## src/rtl/load_store_unit_if.sv

```systemverilog
// Memory-side bus of the load/store unit.
// The LSU drives requests as master; memory answers as slave.
interface load_store_unit_if #(
  parameter int Width = 32
);
  logic             Bus_Req;
  logic             Bus_We;
  logic [Width-1:0] Bus_Addr;
  logic [Width-1:0] Bus_WData;
  logic [3:0]       Bus_WStrb;
  logic             Bus_Ready;
  logic [Width-1:0] Bus_RData;

  modport master (
    output Bus_Req, Bus_We, Bus_Addr,
    output Bus_WData, Bus_WStrb,
    input  Bus_Ready, Bus_RData
  );

  modport slave (
    input  Bus_Req, Bus_We, Bus_Addr,
    input  Bus_WData, Bus_WStrb,
    output Bus_Ready, Bus_RData
  );
endinterface

```

## src/rtl/load_store_unit.sv

```systemverilog
// Load/store unit: stalls the core, runs one bus access,
// formats stores, extends loads and times out a silent bus.
module load_store_unit #(
  parameter int Width   = 32,
  parameter int TIMEOUT = 16
) (
  input  logic             clk,
  input  logic             reset,
  input  logic [Width-1:0] Address,
  input  logic [Width-1:0] Store_Data,
  input  logic             Mem_Read,
  input  logic             Mem_Write,
  input  logic [2:0]       Funct3,
  output logic [Width-1:0] Load_Data,
  output logic             Stall,
  output logic             Fault,
  load_store_unit_if.master bus
);
  localparam int CW = $clog2(TIMEOUT + 1);

  typedef enum logic [1:0] {IDLE, WAIT, DONE} state_t;

  state_t           state, state_next;
  logic [CW-1:0]    count;
  logic [Width-1:0] addr_q, wdata_q;
  logic [3:0]       strb_q;
  logic [2:0]       f3_q;
  logic             we_q, timeout_q;

  logic             req, is_store;
  logic             f3_ok, align_ok, legal;
  logic [3:0]       strb_d;
  logic [Width-1:0] wdata_d;
  logic             start, ready_hit, timeout_hit;

  function automatic logic [Width-1:0] extract(
    input logic [Width-1:0] d,
    input logic [1:0]       off,
    input logic [2:0]       f3
  );
    logic [Width-1:0] s;
    logic [Width-1:0] r;
    s = d >> {off, 3'b000};
    unique case (f3)
      3'b000:  r = {{(Width-8){s[7]}}, s[7:0]};
      3'b001:  r = {{(Width-16){s[15]}}, s[15:0]};
      3'b100:  r = {{(Width-8){1'b0}}, s[7:0]};
      3'b101:  r = {{(Width-16){1'b0}}, s[15:0]};
      default: r = d;
    endcase
    return r;
  endfunction

  // Request decode: legality and store formatting; a store wins over a load.
  always_comb begin
    is_store = Mem_Write;
    req      = Mem_Read | Mem_Write;
    unique case (Funct3)
      3'b000, 3'b001, 3'b010: f3_ok = 1'b1;
      3'b100, 3'b101:         f3_ok = !is_store;
      default:                f3_ok = 1'b0;
    endcase
    align_ok = 1'b1;
    if (Funct3[1:0] == 2'b01) align_ok = !Address[0];
    if (Funct3[1:0] == 2'b10) align_ok = (Address[1:0] == 2'b00);
    legal   = f3_ok & align_ok;
    strb_d  = 4'b0000;
    wdata_d = Store_Data;
    if (is_store) begin
      unique case (Funct3[1:0])
        2'b00: begin
          strb_d  = 4'b0001 << Address[1:0];
          wdata_d = {4{Store_Data[7:0]}};
        end
        2'b01: begin
          strb_d  = 4'b0011 << Address[1:0];
          wdata_d = {2{Store_Data[15:0]}};
        end
        default: strb_d = 4'b1111;
      endcase
    end
  end

  // Next state plus the combinational Stall/Fault handshake to the core.
  always_comb begin
    state_next  = state;
    Stall       = 1'b0;
    Fault       = 1'b0;
    start       = 1'b0;
    ready_hit   = 1'b0;
    timeout_hit = 1'b0;
    unique case (state)
      IDLE: begin
        if (req) begin
          if (legal) begin
            Stall      = 1'b1;
            start      = 1'b1;
            state_next = WAIT;
          end else begin
            Fault = 1'b1;
          end
        end
      end
      WAIT: begin
        Stall = 1'b1;
        if (bus.Bus_Ready) begin
          ready_hit  = 1'b1;
          state_next = DONE;
        end else if (count == CW'(TIMEOUT - 1)) begin
          timeout_hit = 1'b1;
          state_next  = DONE;
        end
      end
      DONE: begin
        Fault      = timeout_q;
        state_next = IDLE;
      end
      default: state_next = IDLE;
    endcase
  end

  // State register; reset forces IDLE so Bus_Req drops at once.
  always_ff @(posedge clk or posedge reset) begin
    if (reset) state <= IDLE;
    else       state <= state_next;
  end

  // Latched access, wait counter, timeout flag and load result.
  always_ff @(posedge clk or posedge reset) begin
    if (reset) begin
      addr_q    <= '0;
      wdata_q   <= '0;
      strb_q    <= '0;
      f3_q      <= '0;
      we_q      <= 1'b0;
      timeout_q <= 1'b0;
      count     <= '0;
      Load_Data <= '0;
    end else begin
      if (start) begin
        addr_q    <= Address;
        wdata_q   <= wdata_d;
        strb_q    <= strb_d;
        f3_q      <= Funct3;
        we_q      <= is_store;
        timeout_q <= 1'b0;
        count     <= '0;
      end
      if (state == WAIT && !ready_hit && !timeout_hit)
        count <= count + 1'b1;
      if (ready_hit && !we_q)
        Load_Data <= extract(bus.Bus_RData, addr_q[1:0], f3_q);
      if (timeout_hit) begin
        Load_Data <= '0;
        timeout_q <= 1'b1;
      end
      if (state == DONE) begin
        timeout_q <= 1'b0;
        count     <= '0;
      end
    end
  end

  assign bus.Bus_Req   = (state == WAIT);
  assign bus.Bus_We    = (state == WAIT) & we_q;
  assign bus.Bus_Addr  = {addr_q[Width-1:2], 2'b00};
  assign bus.Bus_WData = wdata_q;
  assign bus.Bus_WStrb = strb_q;
endmodule
```

## src/flat_wrapper.sv

```systemverilog
// flat-port wrapper written by rule: the top's interface ports become plain ports
module load_store_unit_flat 
#(
  parameter int Width   = 32,
  parameter int TIMEOUT = 16
)
  (clk, reset, Address, Store_Data, Mem_Read, Mem_Write, Funct3, Load_Data, Stall, Fault, bus_Bus_Req, bus_Bus_We, bus_Bus_Addr, bus_Bus_WData, bus_Bus_WStrb, bus_Bus_Ready, bus_Bus_RData);
  load_store_unit_if #(.Width(Width)) bus_i ();
  input  logic clk;
  input  logic reset;
  input  logic [Width-1:0] Address;
  input  logic [Width-1:0] Store_Data;
  input  logic Mem_Read;
  input  logic Mem_Write;
  input  logic [2:0] Funct3;
  output logic [Width-1:0] Load_Data;
  output logic Stall;
  output logic Fault;
  output wire logic [$bits(bus_i.Bus_Req)-1:0] bus_Bus_Req;
  output wire logic [$bits(bus_i.Bus_We)-1:0] bus_Bus_We;
  output wire logic [$bits(bus_i.Bus_Addr)-1:0] bus_Bus_Addr;
  output wire logic [$bits(bus_i.Bus_WData)-1:0] bus_Bus_WData;
  output wire logic [$bits(bus_i.Bus_WStrb)-1:0] bus_Bus_WStrb;
  input wire logic [$bits(bus_i.Bus_Ready)-1:0] bus_Bus_Ready;
  input wire logic [$bits(bus_i.Bus_RData)-1:0] bus_Bus_RData;
  assign bus_Bus_Req = bus_i.Bus_Req;
  assign bus_Bus_We = bus_i.Bus_We;
  assign bus_Bus_Addr = bus_i.Bus_Addr;
  assign bus_Bus_WData = bus_i.Bus_WData;
  assign bus_Bus_WStrb = bus_i.Bus_WStrb;
  assign bus_i.Bus_Ready = bus_Bus_Ready;
  assign bus_i.Bus_RData = bus_Bus_RData;
  load_store_unit #(.Width(Width), .TIMEOUT(TIMEOUT)) u_core (.clk(clk), .reset(reset), .Address(Address), .Store_Data(Store_Data), .Mem_Read(Mem_Read), .Mem_Write(Mem_Write), .Funct3(Funct3), .Load_Data(Load_Data), .Stall(Stall), .Fault(Fault), .bus(bus_i));
endmodule
```

## config.mk

```make
export PLATFORM = sky130hd
export DESIGN_NAME = load_store_unit_flat
export DESIGN_NICKNAME = d
export VERILOG_FILES = /design/src/rtl/load_store_unit_if.sv /design/src/rtl/load_store_unit.sv /design/src/flat_wrapper.sv
export SDC_FILE = /design/constraint.sdc
export NUM_CORES = 1
export LEC_CHECK = 0
export CORE_AREA = 3 3 116 118
export DETAILED_ROUTE_END_ITERATION = 12
export DIE_AREA = 0 0 119 121
export PLACE_DENSITY = 0.8
export SETUP_SLACK_MARGIN = 0.1
export SYNTH_ARGS = -nofsm -noshare
export SYNTH_HDL_FRONTEND = slang
export SYNTH_SLANG_ARGS = --single-unit
export TNS_END_PERCENT = 1
```

## constraint.sdc

```tcl
create_clock -name clk -period 5.06 [get_ports clk]
set_input_delay 1.518 -clock clk [delete_from_list [all_inputs] [get_ports clk]]
set_output_delay 1.518 -clock clk [all_outputs]
set_load 0.02 [all_outputs]
```

; ---- Yosys cells after proc, flatten, opt, wreduce, memory -nomap -nowiden
; Index checks and enable logic that the tools add are counted.
[totals]
mem_count = 0
reg_bits = 112
out_inout_bits = 104
latchBits = 0
word_cells = 83
mem_bits_ro = 0
ram_bits = 0
[classes]
n_div = 0
order_cmp = 0
n_addsub = 1
n_reduce_logical = 19
eq_ne = 15
n_mul = 0
bitwise = 3
muxes = 33
n_shift = 3
[ops]
columns = op, count
row1 = 32-bit one-hot mux with 4 select lines, 1
row2 = 32-bit two-way mux, 3
row3 = 32-bit one-hot mux with 2 select lines, 1
row4 = 32-bit by 5-bit >> shifter with 16-bit output, 1
row5 = 1-bit two-way mux, 15
row6 = 5-bit two-way mux, 3
row7 = 3-bit equality test (second input constant), 4
row8 = 2-bit two-way mux, 4
row9 = 4-bit one-hot mux with 2 select lines, 1
row10 = 3-bit by 1-bit equality test with 1-bit output (second input constant), 2
row11 = 2-bit zero test, 3
row12 = 3-bit zero test, 2
row13 = 1-bit one-hot mux with 2 select lines, 3
row14 = 3-bit nonzero test, 2
row15 = 5-bit by 1-bit adder with 5-bit output (second input constant), 1
row16 = 5-bit by 4-bit equality test with 1-bit output (second input constant), 1
row17 = 1-bit zero test, 5
row18 = 2-bit by 1-bit equality test with 1-bit output (second input constant), 2
row19 = 2-bit equality test (second input constant), 2
row20 = 4-bit two-way mux, 1
row21 = 2-bit by 1-bit inequality test with 1-bit output (second input constant), 2
row22 = 2-bit one-hot mux with 2 select lines, 1
row23 = 1-bit by 2-bit << shifter with 4-bit output (first input constant), 1
row24 = 2-bit by 2-bit << shifter with 4-bit output (first input constant), 1
row25 = other kinds (9), 12

; ---- Depth between registers and ports, before layout
; Gate-level depths: netlist of the first run.
[logic_depth]
depth_word = 10
ltp_mapped = 8
ltp_nobuf = 7

; ---- Worst setup path before layout of the first run
; Ideal clock, no wire load.
[synth_path]
kind = input -> output
startpoint = in Address[0]
endpoint = out Stall
path_stages = 6
arrival_ns = 3.059
path_buffers = 3
slack_ns = 0.483
cell_sequence = or4_1 a2111o_1 buf_6 buf_6 buf_6 nand2_1
[synth_via]
elab_chain_cells = 7
elab_cells_between_ends = 8
cone_classes = mux: 5 / bitwise: 1 / reduce/logical: 2
[synth_rtl]
columns = element, line_no
row1 = "start, declared", flat_wrapper.sv:11  ; input logic [Width-1:0] Address;
row2 = 1-bit zero test, load_store_unit.sv:64  ; if (Funct3[1:0] == 2'b01) align_ok = !Address[0];
row3 = 1-bit two-way mux, load_store_unit.sv:64
row4 = 1-bit two-way mux *, load_store_unit.sv:65  ; if (Funct3[1:0] == 2'b10) align_ok = (Address[1:0] == 2'b00);
row5 = 1-bit bitwise AND *, load_store_unit.sv:66  ; legal = f3_ok & align_ok;
row6 = 1-bit two-way mux *, load_store_unit.sv:95  ; if (legal) begin
row7 = 1-bit two-way mux *, load_store_unit.sv:94  ; if (req) begin
row8 = 1-bit one-hot mux with 2 select lines *, load_store_unit.sv:92  ; unique case (state)
row9 = "end, declared", flat_wrapper.sv:17  ; output logic Stall;
; Mark *: on every way between the ends. The rest lies on a longest branch, timed or not.

; ---- Worst setup path after layout of the first run
[layout_path]
startpoint = in Address[1]
endpoint = out Fault
[layout_via]
elab_chain_cells = 6
[layout_rtl]
columns = element, line_no
row1 = 2-bit zero test, load_store_unit.sv:65
row2 = 1-bit two-way mux, load_store_unit.sv:65
row3 = 1-bit bitwise AND, load_store_unit.sv:66
row4 = 1-bit two-way mux, load_store_unit.sv:95
row5 = 1-bit two-way mux, load_store_unit.sv:94
row6 = 1-bit one-hot mux with 2 select lines, load_store_unit.sv:92
row7 = "end, declared", flat_wrapper.sv:18  ; output logic Fault;
; No other way between the ends.

==> results.md, run 1 <==
* Status: completed
* Critical path endpoint category: output pin
* Post-synth top flop: dfrtp_1
* Fin. Hold Viols at 0
* Final setup violation count at 0
* Max Cap Viol at 0
* Core area at 12600 um2
* CTS tree: done
* Max Clock Skew at 0.00931 ns
* Static Leakage at 0.00347 uW
* Worst setup startpoint: Address[1]
* Crit path max fanout at 2
* Num rows at 41
* Synth Instances at 503
* Worst hold path class: reg -> reg
* Synth Register Bits at 112
* R2R setup slack at 2.59 ns
* Die width at 119 um
* Sw Pwr at 1750 uW
* RSZ-0062 raised after global routing: true
* Max VDD drop at 0.330 mV
* RR Endpoint: u_core.Load_Data[31]
* CTS Buf Count at 9
* Pre-Repair DR Iteration Count at 4
* First-pass GRT wire length at 24.5 mm
* Pint at 2920 uW
* Clk sinks at 112
* Htree depth at 3
* Vias per inst at 5.28
* Cell variety after synth at 45
* Vias in the first global route at 4745
* Reg power frac at 0.351
* Share of power burned in the clock network at 0.156
* PD cells at 594 nW/um2
* Fin crit period at 4.90 ns
* Worst Setup EP: Fault
* Initial antenna violation count at 0
* Worst endpoint required time at 3.54 ns
* Die Ht at 121 um
* Netlist Area Pre-Place at 5590 um2
* Pre-CTS setup slack at -0.192 ns
* Drt initial violations at 466
* Clock Path Buffers at 2
* Worst reg2reg path depth at 3
* Antenna Cells at 0
* Crit path launch type: primary input
* Gate power share at 0.493
* DRC violations left at 0
* DRT antenna net count at 0
* WL per Instance at 17.9 um
* Critical path type: in -> out
* Placer Congestion at 0.832
* Nets at 773
* Yosys warns at 0
* Routed WL at 15.1 mm
* Die area at 14400 um2
* Vias post-DR at 4454
* Sequential share of the synthesized area at 0.501
* Crit path DAT at 3.38 ns
* Final design utilization at 0.625
* Largest net degree at the start of global routing at 113
* Total GRT Usage at 0.213
* Sw frac at 0.376
* Worst setup margin at 0.157 ns
* Layout area overhead at 40.5%
* Pins Over Slew Limit at 0
* Pwr Total at 4670 uW
* Async S/R FF share, synth at 1.00
* Worst-skew pair later-pin latency at 0.35 ns
* Slew @ Worst Pin at 1.16 ns
* Most common cell after layout, fill and taps aside: clkdlybuf4s50_1
* Setup repair bufs after CTS at 0
* Clock Root Buffer: clkbuf_16
* Layout cell share with drive strength beyond 1 at 0.124
* IO buf count at 205
* Fmax at 204 MHz
* Grt total ovfl at 0
* Final worst path period share at 0.969
* Avg Cell Area, Syn at 11.1 um2
* I/O Pins at 208
* FF-to-FF Start: u_core.addr_q[1]
* Clk slew on worst S/H paths at 0.07 ns
* Most frequent cells in the layout: 204 x clkdlybuf4s50_1, 112 x dfrtp_1, 54 x nand2_1
* Initial Util at 0.445
* Worst slew margin at 0.227
* Post-synth EDFFs at 0
* HPWL Detailed at 11.2 mm
[worst min-delay path by stage]
stage / start / endpoint / cells past startpoint
2_1_floorplan: u_core.count[2] / u_core.count[2] / 1
3_3_place_gp: u_core.bus.Bus_WData[14] / u_core.bus.Bus_WData[14] / 2
3_5_place_dp: u_core.bus.Bus_WData[28] / u_core.bus.Bus_WData[28] / 2
4_1_cts: u_core.bus.Bus_WData[28] / u_core.bus.Bus_WData[28] / 2
5_1_grt: u_core.bus.Bus_WData[12] / u_core.bus.Bus_WData[12] / 2
6_report: u_core.bus.Bus_WData[28] / u_core.bus.Bus_WData[28] / 2
[logic make-up (layout without fill, tap and decap cells)]
| group | after synthesis | after routing | share of synthesized area |
|---|---|---|---|
| compound gates | 125 | 125 | 0.152 |
| mux | 64 | 64 | 0.158 |
| simple gates | 125 | 125 | 0.103 |
| flops | 112 | 112 | 0.501 |
| other cells | 1 | 2 | 0.000670 |
| fa+ha+maj | 2 | 2 | 0.00447 |
| buf+inv | 74 | 242 | 0.0812 |
[cells in the mapped netlist (all sizes together) (2+ instances only)]
master	instances	area share
dfrtp	112	0.50
nand2	54	0.036
o21ai	49	0.044
buf	46	0.062
mux2	46	0.12
nor2	29	0.019
clkbuf	20	0.013
a221o	17	0.030
o31ai	17	0.023
mux2i	16	0.029
nor2b	14	0.016
a21oi	13	0.012
nand2b	9	0.010
a211oi	8	0.011
inv	8	0.0054
o2bb2ai	6	0.0094
nand3	5	0.0045
a22o	3	0.0047
and2	3	0.0034
nand4	3	0.0034
a221oi	2	0.0031
and3	2	0.0022
ha	2	0.0045
mux4	2	0.0081
nand3b	2	0.0027
[routing by layer]
metal	global-route usage	wire, um	up-vias
met3	0.0681	1300	13
met4	0.0608	186	0
li1	-	-	2088
met2	0.362	7480	197
met1	0.261	6160	2156
met5	0	0	-
[worst max-delay path, stage by stage]
cell             delay (ns)
clkdlybuf4s50_1        0.44
or4_1                  0.59
a32oi_1                0.23
nor2_1                 0.06
clkdlybuf4s50_1        0.54
[area by class of cell]
class                      instances  area [um2]
fill                            1024        4710
sequential                       112        2800
multi-input combinational        318        2350
timing repair buffer             218        2160
tap                              172         215
inverter                           8        32.5
clock inverter                     6        67.6
clock buffer                      10         239
[per-stage QoR]
step / setup TNS [ns] / cell area (um2) / hold slack, ns / std cells
detailed placement: -0.192 / 7560 / 0.472 / 828
global placement: -0.177 / 7560 / 0.460 / 828
CTS: 0 / 7870 / 0.486 / 844
finish: 0 / 7860 / 0.483 / 844
floorplan: 0 / 5600 / 0.465 / 504
global route: 0 / 7860 / 0.516 / 844
[flip-flops by register name, summed over array words and instances (netlist names)]
signal,count
u_core.we_q,1
u_core.count,5
u_core.bus.Bus_WStrb,4
u_core.Load_Data,32
u_core.bus.Bus_WData,32
u_core.f3_q,3
u_core.state,2
u_core.addr_q,32
u_core.timeout_q,1
[timing repair]
action	4_1_cts	5_1_grt
hold buffers	0	0
hold endpoints to repair	0	0
cloned	0	0
setup endpoints to repair	1	2
gates resized for setup	2	1
[power groups by stage]
| stage | clock (uW) | combinational [uW] | sequential [uW] |
|---|---|---|---|
| after floorplan | 0 | 1210 | 1830 |
| after global placement | 0 | 2270 | 1630 |
| after detailed placement | 0 | 2320 | 1650 |
| after CTS | 744 | 2330 | 1640 |
| after global routing | 778 | 2450 | 1700 |
| final | 727 | 2300 | 1640 |
Power figures use the tool's default switching activity.
==> inputs of run 2 (changes only) <==
--- a/config.mk
+++ b/config.mk
@@ -9,7 +9,6 @@
 export DETAILED_ROUTE_END_ITERATION = 12
 export DIE_AREA = 0 0 119 121
 export PLACE_DENSITY = 0.8
-export SETUP_SLACK_MARGIN = 0.1
 export SYNTH_ARGS = -nofsm -noshare
 export SYNTH_HDL_FRONTEND = slang
 export SYNTH_SLANG_ARGS = --single-unit
==> constraint.sdc (replaced) <==
create_clock -name clk -period 5.06 [get_ports clk]
set_input_delay 1.012 -clock clk [delete_from_list [all_inputs] [get_ports clk]]
set_output_delay 1.012 -clock clk [all_outputs]
set_load 0.02 [all_outputs]
==> run 2 against run 1 <==
Net effect:
- register-to-register slack barely moved
- first-iteration DRC count fell by 34%
- final cell count fell by 0.83%
- clock power rose by 14%
- critical endpoint is now Stall
- clock skew rose by 0.0042 ns
- global-route usage rose by 0.19 points
- sequential share of layout area rose by 0.051 points
- largest power group unchanged
- sequential power barely moved
- hold slack got worse by 0.0044 ns
- non-clock buffer count fell by 7
- worst setup slack improved by 0.56 ns
- critical path depth did not move
==> results.md, run 2 (same netlist as run 1, synthesis figures left out) <==
* Die area at 14400 um2 (unchanged)
* Vias per inst at 5.33 (was 5.28)
* Fmax at 230 MHz (was 204 MHz)
* Worst reg2reg path depth at 3 (unchanged)
* Setup repair bufs after CTS at 0 (unchanged)
* Grt total ovfl at 0 (unchanged)
* PD cells at 608 nW/um2 (was 594 nW/um2)
* Slew @ Worst Pin at 1.17 ns (was 1.16 ns)
* Max Clock Skew at 0.0135 ns (was 0.00931 ns)
* Worst slew margin at 0.219 (was 0.227)
* Crit path max fanout at 7 (was 2)
* RSZ-0062 raised after global routing: false (was true)
* Layout area overhead at 40.3% (was 40.5%)
* Max VDD drop at 0.321 mV (was 0.330 mV)
* Fin crit period at 4.35 ns (was 4.90 ns)
* Final worst path period share at 0.859 (was 0.969)
* Vias in the first global route at 4712 (was 4745)
* Pre-Repair DR Iteration Count at 4 (unchanged)
* Initial antenna violation count at 0 (unchanged)
* IO buf count at 205 (unchanged)
* Most common cell after layout, fill and taps aside: clkdlybuf4s50_1 (unchanged)
* Die width at 119 um (unchanged)
* Fin. Hold Viols at 0 (unchanged)
* Nets at 766 (was 773)
* Crit path launch type: primary input (unchanged)
* I/O Pins at 208 (unchanged)
* Htree depth at 3 (unchanged)
* Hold path cells at 2 (unchanged)
* CTS tree: done (unchanged)
* CTS Buf Count at 9 (unchanged)
* WL per Instance at 18.3 um (was 17.9 um)
* Worst endpoint required time at 4.05 ns (was 3.54 ns)
* Minimum hold slack at 0.479 ns (was 0.483 ns)
* Static Leakage at 0.00346 uW (was 0.00347 uW)
* Worst-skew pair later-pin latency at 0.35 ns (about the same)
* Layout cell share with drive strength beyond 1 at 0.113 (was 0.124)
* Clk slew on worst S/H paths at 0.07 ns (about the same)
* Cts hold-fix bufs at 0 (unchanged)
* Clock Root Buffer: clkbuf_16 (unchanged)
* Critical path endpoint category: output pin (unchanged)
* HPWL Detailed at 11.2 mm (about the same)
* Worst hold path class: reg -> reg (unchanged)
* Core area at 12600 um2 (unchanged)
* Die Ht at 121 um (unchanged)
* Pins Over Slew Limit at 0 (unchanged)
* Vias post-DR at 4463 (was 4454)
* Crit path DAT at 3.33 ns (was 3.38 ns)
* DRC violations left at 0 (unchanged)
* Total GRT Usage at 0.215 (was 0.213)
* Clock Path Buffers at 2 (unchanged)
* Num rows at 41 (unchanged)
* Initial Util at 0.445 (unchanged)
* Most frequent cells in the layout: 205 x clkdlybuf4s50_1, 112 x dfrtp_1, 54 x nand2_1 (was 204 x clkdlybuf4s50_1, 112 x dfrtp_1, 54 x nand2_1)
* Drt initial violations at 307 (was 466)
* Placer Congestion at 0.812 (was 0.832)
* Max Cap Viol at 0 (unchanged)
* First-pass GRT wire length at 24.8 mm (was 24.5 mm)
* Routed WL at 15.3 mm (was 15.1 mm)
* DRT antenna net count at 0 (unchanged)
* CTS resizes at 0 (was 2)
* Status: completed (unchanged)
* Final setup violation count at 0 (unchanged)
* Clk sinks at 112 (unchanged)
* Total negative slack at 0 ns (unchanged)
* Largest net degree at the start of global routing at 67 (was 113)
* Antenna Cells at 0 (unchanged)
* Critical path type: in -> out (unchanged)
==> run 2: final timing paths <==
kind / startpoint / endpoint / slack [ns]
max: Address[0] / Stall / 0.71
min: u_core.bus.Bus_WData[18] / u_core.bus.Bus_WData[18] / 0.48
max reg2reg: u_core.addr_q[1] / u_core.Load_Data[31] / 2.59
min reg2reg: u_core.bus.Bus_WData[18] / u_core.bus.Bus_WData[18] / 0.48
max in group asynchronous: reset / u_core.addr_q[8] / 3.08
min in group asynchronous: reset / u_core.addr_q[18] / 1.08
==> run 2: per-stage QoR <==
step                total power (uW)  setup WS (ns)  utilization  cell area [um2]  instances
floorplan                       3040           1.09            -             5600        504
global placement                3900          0.761        0.596             7490        821
detailed placement              3960          0.760        0.596             7490        821
global route                    5030          0.649        0.624             7850        837
finish                          4770          0.715        0.624             7850        837
CTS                             4810          0.718        0.624             7850        837
==> run 2: critical path, stage by stage <==
cell	delay [ns]
clkdlybuf4s50_1	0.50
or4_1	0.61
a2111o_2	0.52
nand2_1	0.08
clkdlybuf4s50_1	0.60
==> run 2: layer usage <==
| metal | part of all wire | GRT usage |
|---|---|---|
| met5 | 0 | 0 |
| met4 | 0.0096 | 0.0492 |
| met3 | 0.083 | 0.0690 |
| met2 | 0.49 | 0.370 |
| met1 | 0.41 | 0.265 |
==> run 2: area by class of cell <==
type,count,area (um2)
tap,172,215
clock inverter,6,116
fill,1017,4720
timing repair buffer,211,2100
multi-input combinational,318,2350
sequential,112,2800
clock buffer,10,239
inverter,8,32.5
==> run 2: where the power goes <==
part	total [uW]	internal, uW	switching (uW)	leakage, uW
Combinational	2290	1210	1080	0.00190
Sequential	1650	1300	348	0.00138
Clock	829	501	328	0.000173
Total	4770	3010	1760	0.00346
==> inputs of run 3 (changes only) <==
--- a/config.mk
+++ b/config.mk
@@ -9,6 +9,7 @@
 export DETAILED_ROUTE_END_ITERATION = 12
 export DIE_AREA = 0 0 119 121
 export PLACE_DENSITY = 0.8
+export SLEW_MARGIN = 5
 export SYNTH_ARGS = -nofsm -noshare
 export SYNTH_HDL_FRONTEND = slang
 export SYNTH_SLANG_ARGS = --single-unit
==> constraint.sdc (replaced) <==
create_clock -name clk -period 5.06 [get_ports clk]
set_input_delay 1.265 -clock clk [delete_from_list [all_inputs] [get_ports clk]]
set_output_delay 1.265 -clock clk [all_outputs]
set_load 0.02 [all_outputs]
==> run 3 against run 2 <==
Net effect:
- critical path depth unchanged
- worst setup slack got worse by 0.45 ns
- final cell count increased by 0.12%
- sequential power about the same
- design area decreased by 0.75%
- fmax decreased by 9.3%
- die area unchanged
- total power decreased by 3.2%
- register-to-register slack about the same
- first-iteration DRC count increased by 40%
- combinational power about the same
- critical path type unchanged
- largest cell class unchanged
- highest routed layer unchanged
==> results.md, run 3 (same netlist as run 1, synthesis figures left out) <==
* Non-Filler Instances at 838 (was 837)
* Vias per inst at 5.38 (was 5.33)
* Vias in the first global route at 4782 (was 4712)
* HPWL Detailed at 11.2 mm (about the same)
* Static Leakage at 0.00343 uW (was 0.00346 uW)
* Worst endpoint required time at 3.80 ns (was 4.05 ns)
* Clock Root Buffer: clkbuf_16 (unchanged)
* Largest net degree at the start of global routing at 70 (was 67)
* CTS Buf Count at 9 (unchanged)
* Setup repair bufs after CTS at 0 (unchanged)
* I/O Pins at 208 (unchanged)
* IO buf count at 205 (unchanged)
* Pwr Total at 4620 uW (was 4770 uW)
* Most common cell after layout, fill and taps aside: clkdlybuf4s50_1 (unchanged)
* WL per Instance at 18.2 um (was 18.3 um)
* PD cells at 593 nW/um2 (was 608 nW/um2)
* Slew @ Worst Pin at 1.12 ns (was 1.17 ns)
* Cts hold-fix bufs at 0 (unchanged)
* Initial Util at 0.445 (unchanged)
* CTS tree: done (unchanged)
* RSZ-0062 raised after global routing: false (unchanged)
* Crit path DAT at 3.53 ns (was 3.33 ns)
* Clk sinks at 112 (unchanged)
* Clk slew on worst S/H paths at 0.07 ns (about the same)
* Total GRT Usage at 0.216 (was 0.215)
* Grt total ovfl at 0 (unchanged)
* Pins Over Slew Limit at 0 (unchanged)
* Placed cells at 823 (was 821)
* Antenna Cells at 0 (unchanged)
* Critical path type: in -> out (unchanged)
* Worst-skew pair later-pin latency at 0.35 ns (about the same)
* Crit path launch type: primary input (unchanged)
* DRT antenna net count at 0 (unchanged)
* Final setup violation count at 0 (unchanged)
* Fin crit period at 4.79 ns (was 4.35 ns)
* Num rows at 41 (unchanged)
* Worst hold path class: reg -> reg (unchanged)
* Worst slew margin at 0.249 (was 0.219)
* Critical path endpoint category: output pin (unchanged)
* Max VDD drop at 0.336 mV (was 0.321 mV)
* Placer Congestion at 0.815 (was 0.812)
* Die width at 119 um (unchanged)
* Most frequent cells in the layout: 205 x clkdlybuf4s50_1, 112 x dfrtp_1, 54 x nand2_1 (unchanged)
* Nets at 768 (was 766)
* Die area at 14400 um2 (unchanged)
* Total negative slack at 0 ns (unchanged)
* Initial antenna violation count at 0 (unchanged)
* CTS resizes at 0 (unchanged)
* Final worst path period share at 0.947 (was 0.859)
* Routed WL at 15.3 mm (about the same)
* Fmax at 209 MHz (was 230 MHz)
* First-pass GRT wire length at 24.8 mm (about the same)
* Fin. Hold Viols at 0 (unchanged)
* DRC violations left at 0 (unchanged)
* Final design utilization at 0.620 (was 0.624)
* # fillers at 1019 (was 1017)
* Pre-Repair DR Iteration Count at 5 (was 4)
* Layout area overhead at 39.3% (was 40.3%)
* Status: completed (unchanged)
* Clock Path Buffers at 2 (unchanged)
* Vias post-DR at 4507 (was 4463)
* Core area at 12600 um2 (unchanged)
* Htree depth at 3 (unchanged)
* Max Cap Viol at 0 (unchanged)
* Max Clock Skew at 0.00661 ns (was 0.0135 ns)
* Crit path max fanout at 5 (was 7)
* Drt initial violations at 430 (was 307)
* Die Ht at 121 um (unchanged)
* Layout cell share with drive strength beyond 1 at 0.113 (about the same)
run 3: cell types whose count changed in the layout (fill, tap and decap cells not counted), sizes merged:
cell | before | now
buf | 6 | 8
bufinv | 3 | 0
clkbuf | 10 | 12
clkinv | 3 | 2
clkinvlp | 0 | 1
run 3: worst max-delay path, cell delays in order:
cell and delay (ns):
clkdlybuf4s50_1 0.48, or4_1 0.59, a2111o_2 0.51, nand2_1 0.08, clkdlybuf4s50_1 0.60
run 3: final timing paths:
kind	from	endpoint	slack, ns	depth (start not counted)
setup / recovery	Address[1]	Stall	0.27	5
hold / removal	u_core.bus.Bus_WStrb[0]	u_core.bus.Bus_WStrb[0]	0.48	2
setup reg to reg	u_core.state[1]	u_core.Load_Data[17]	2.60	5
hold reg to reg	u_core.bus.Bus_WStrb[0]	u_core.bus.Bus_WStrb[0]	0.48	2
max in group asynchronous	reset	u_core.addr_q[31]	2.67	3
min in group asynchronous	reset	u_core.addr_q[19]	1.43	2
run 3: final cells by class:
class	count	area, um2	share of cell area
flip-flops and latches	112	2800	0.360
multi-input cells	318	2350	0.302
repair buffers	213	2110	0.271
clock buffers	12	256	0.0329
well taps	172	215	0.0276
inverters	8	32.5	0.00418
clock inverters	3	17.5	0.00225
run 3: power breakdown:
part,switching (uW),total (uW),internal (uW)
combinational,1080,2300,1210
clock,314,671,357
sequential,345,1650,1300
run 3: per-stage QoR:
step                      instance area (um2)  setup WS [ns]  hold slack, ns
after global routing                     7790          0.224           0.508
after floorplan                          5600          0.836           0.465
after detailed placement                 7510          0.284           0.470
after global placement                   7510          0.280           0.461
after CTS                                7780          0.278           0.485
final                                    7790          0.269           0.480
run 3: metal layers:
metal	share of wire	global-route usage	up-vias	routed length [um]
met2	0.49	0.360	219	7470
met1	0.41	0.268	2199	6230
li1	-	-	2070	-
met4	0.015	0.0724	0	235
met3	0.087	0.0671	19	1330
met5	0	0	-	0
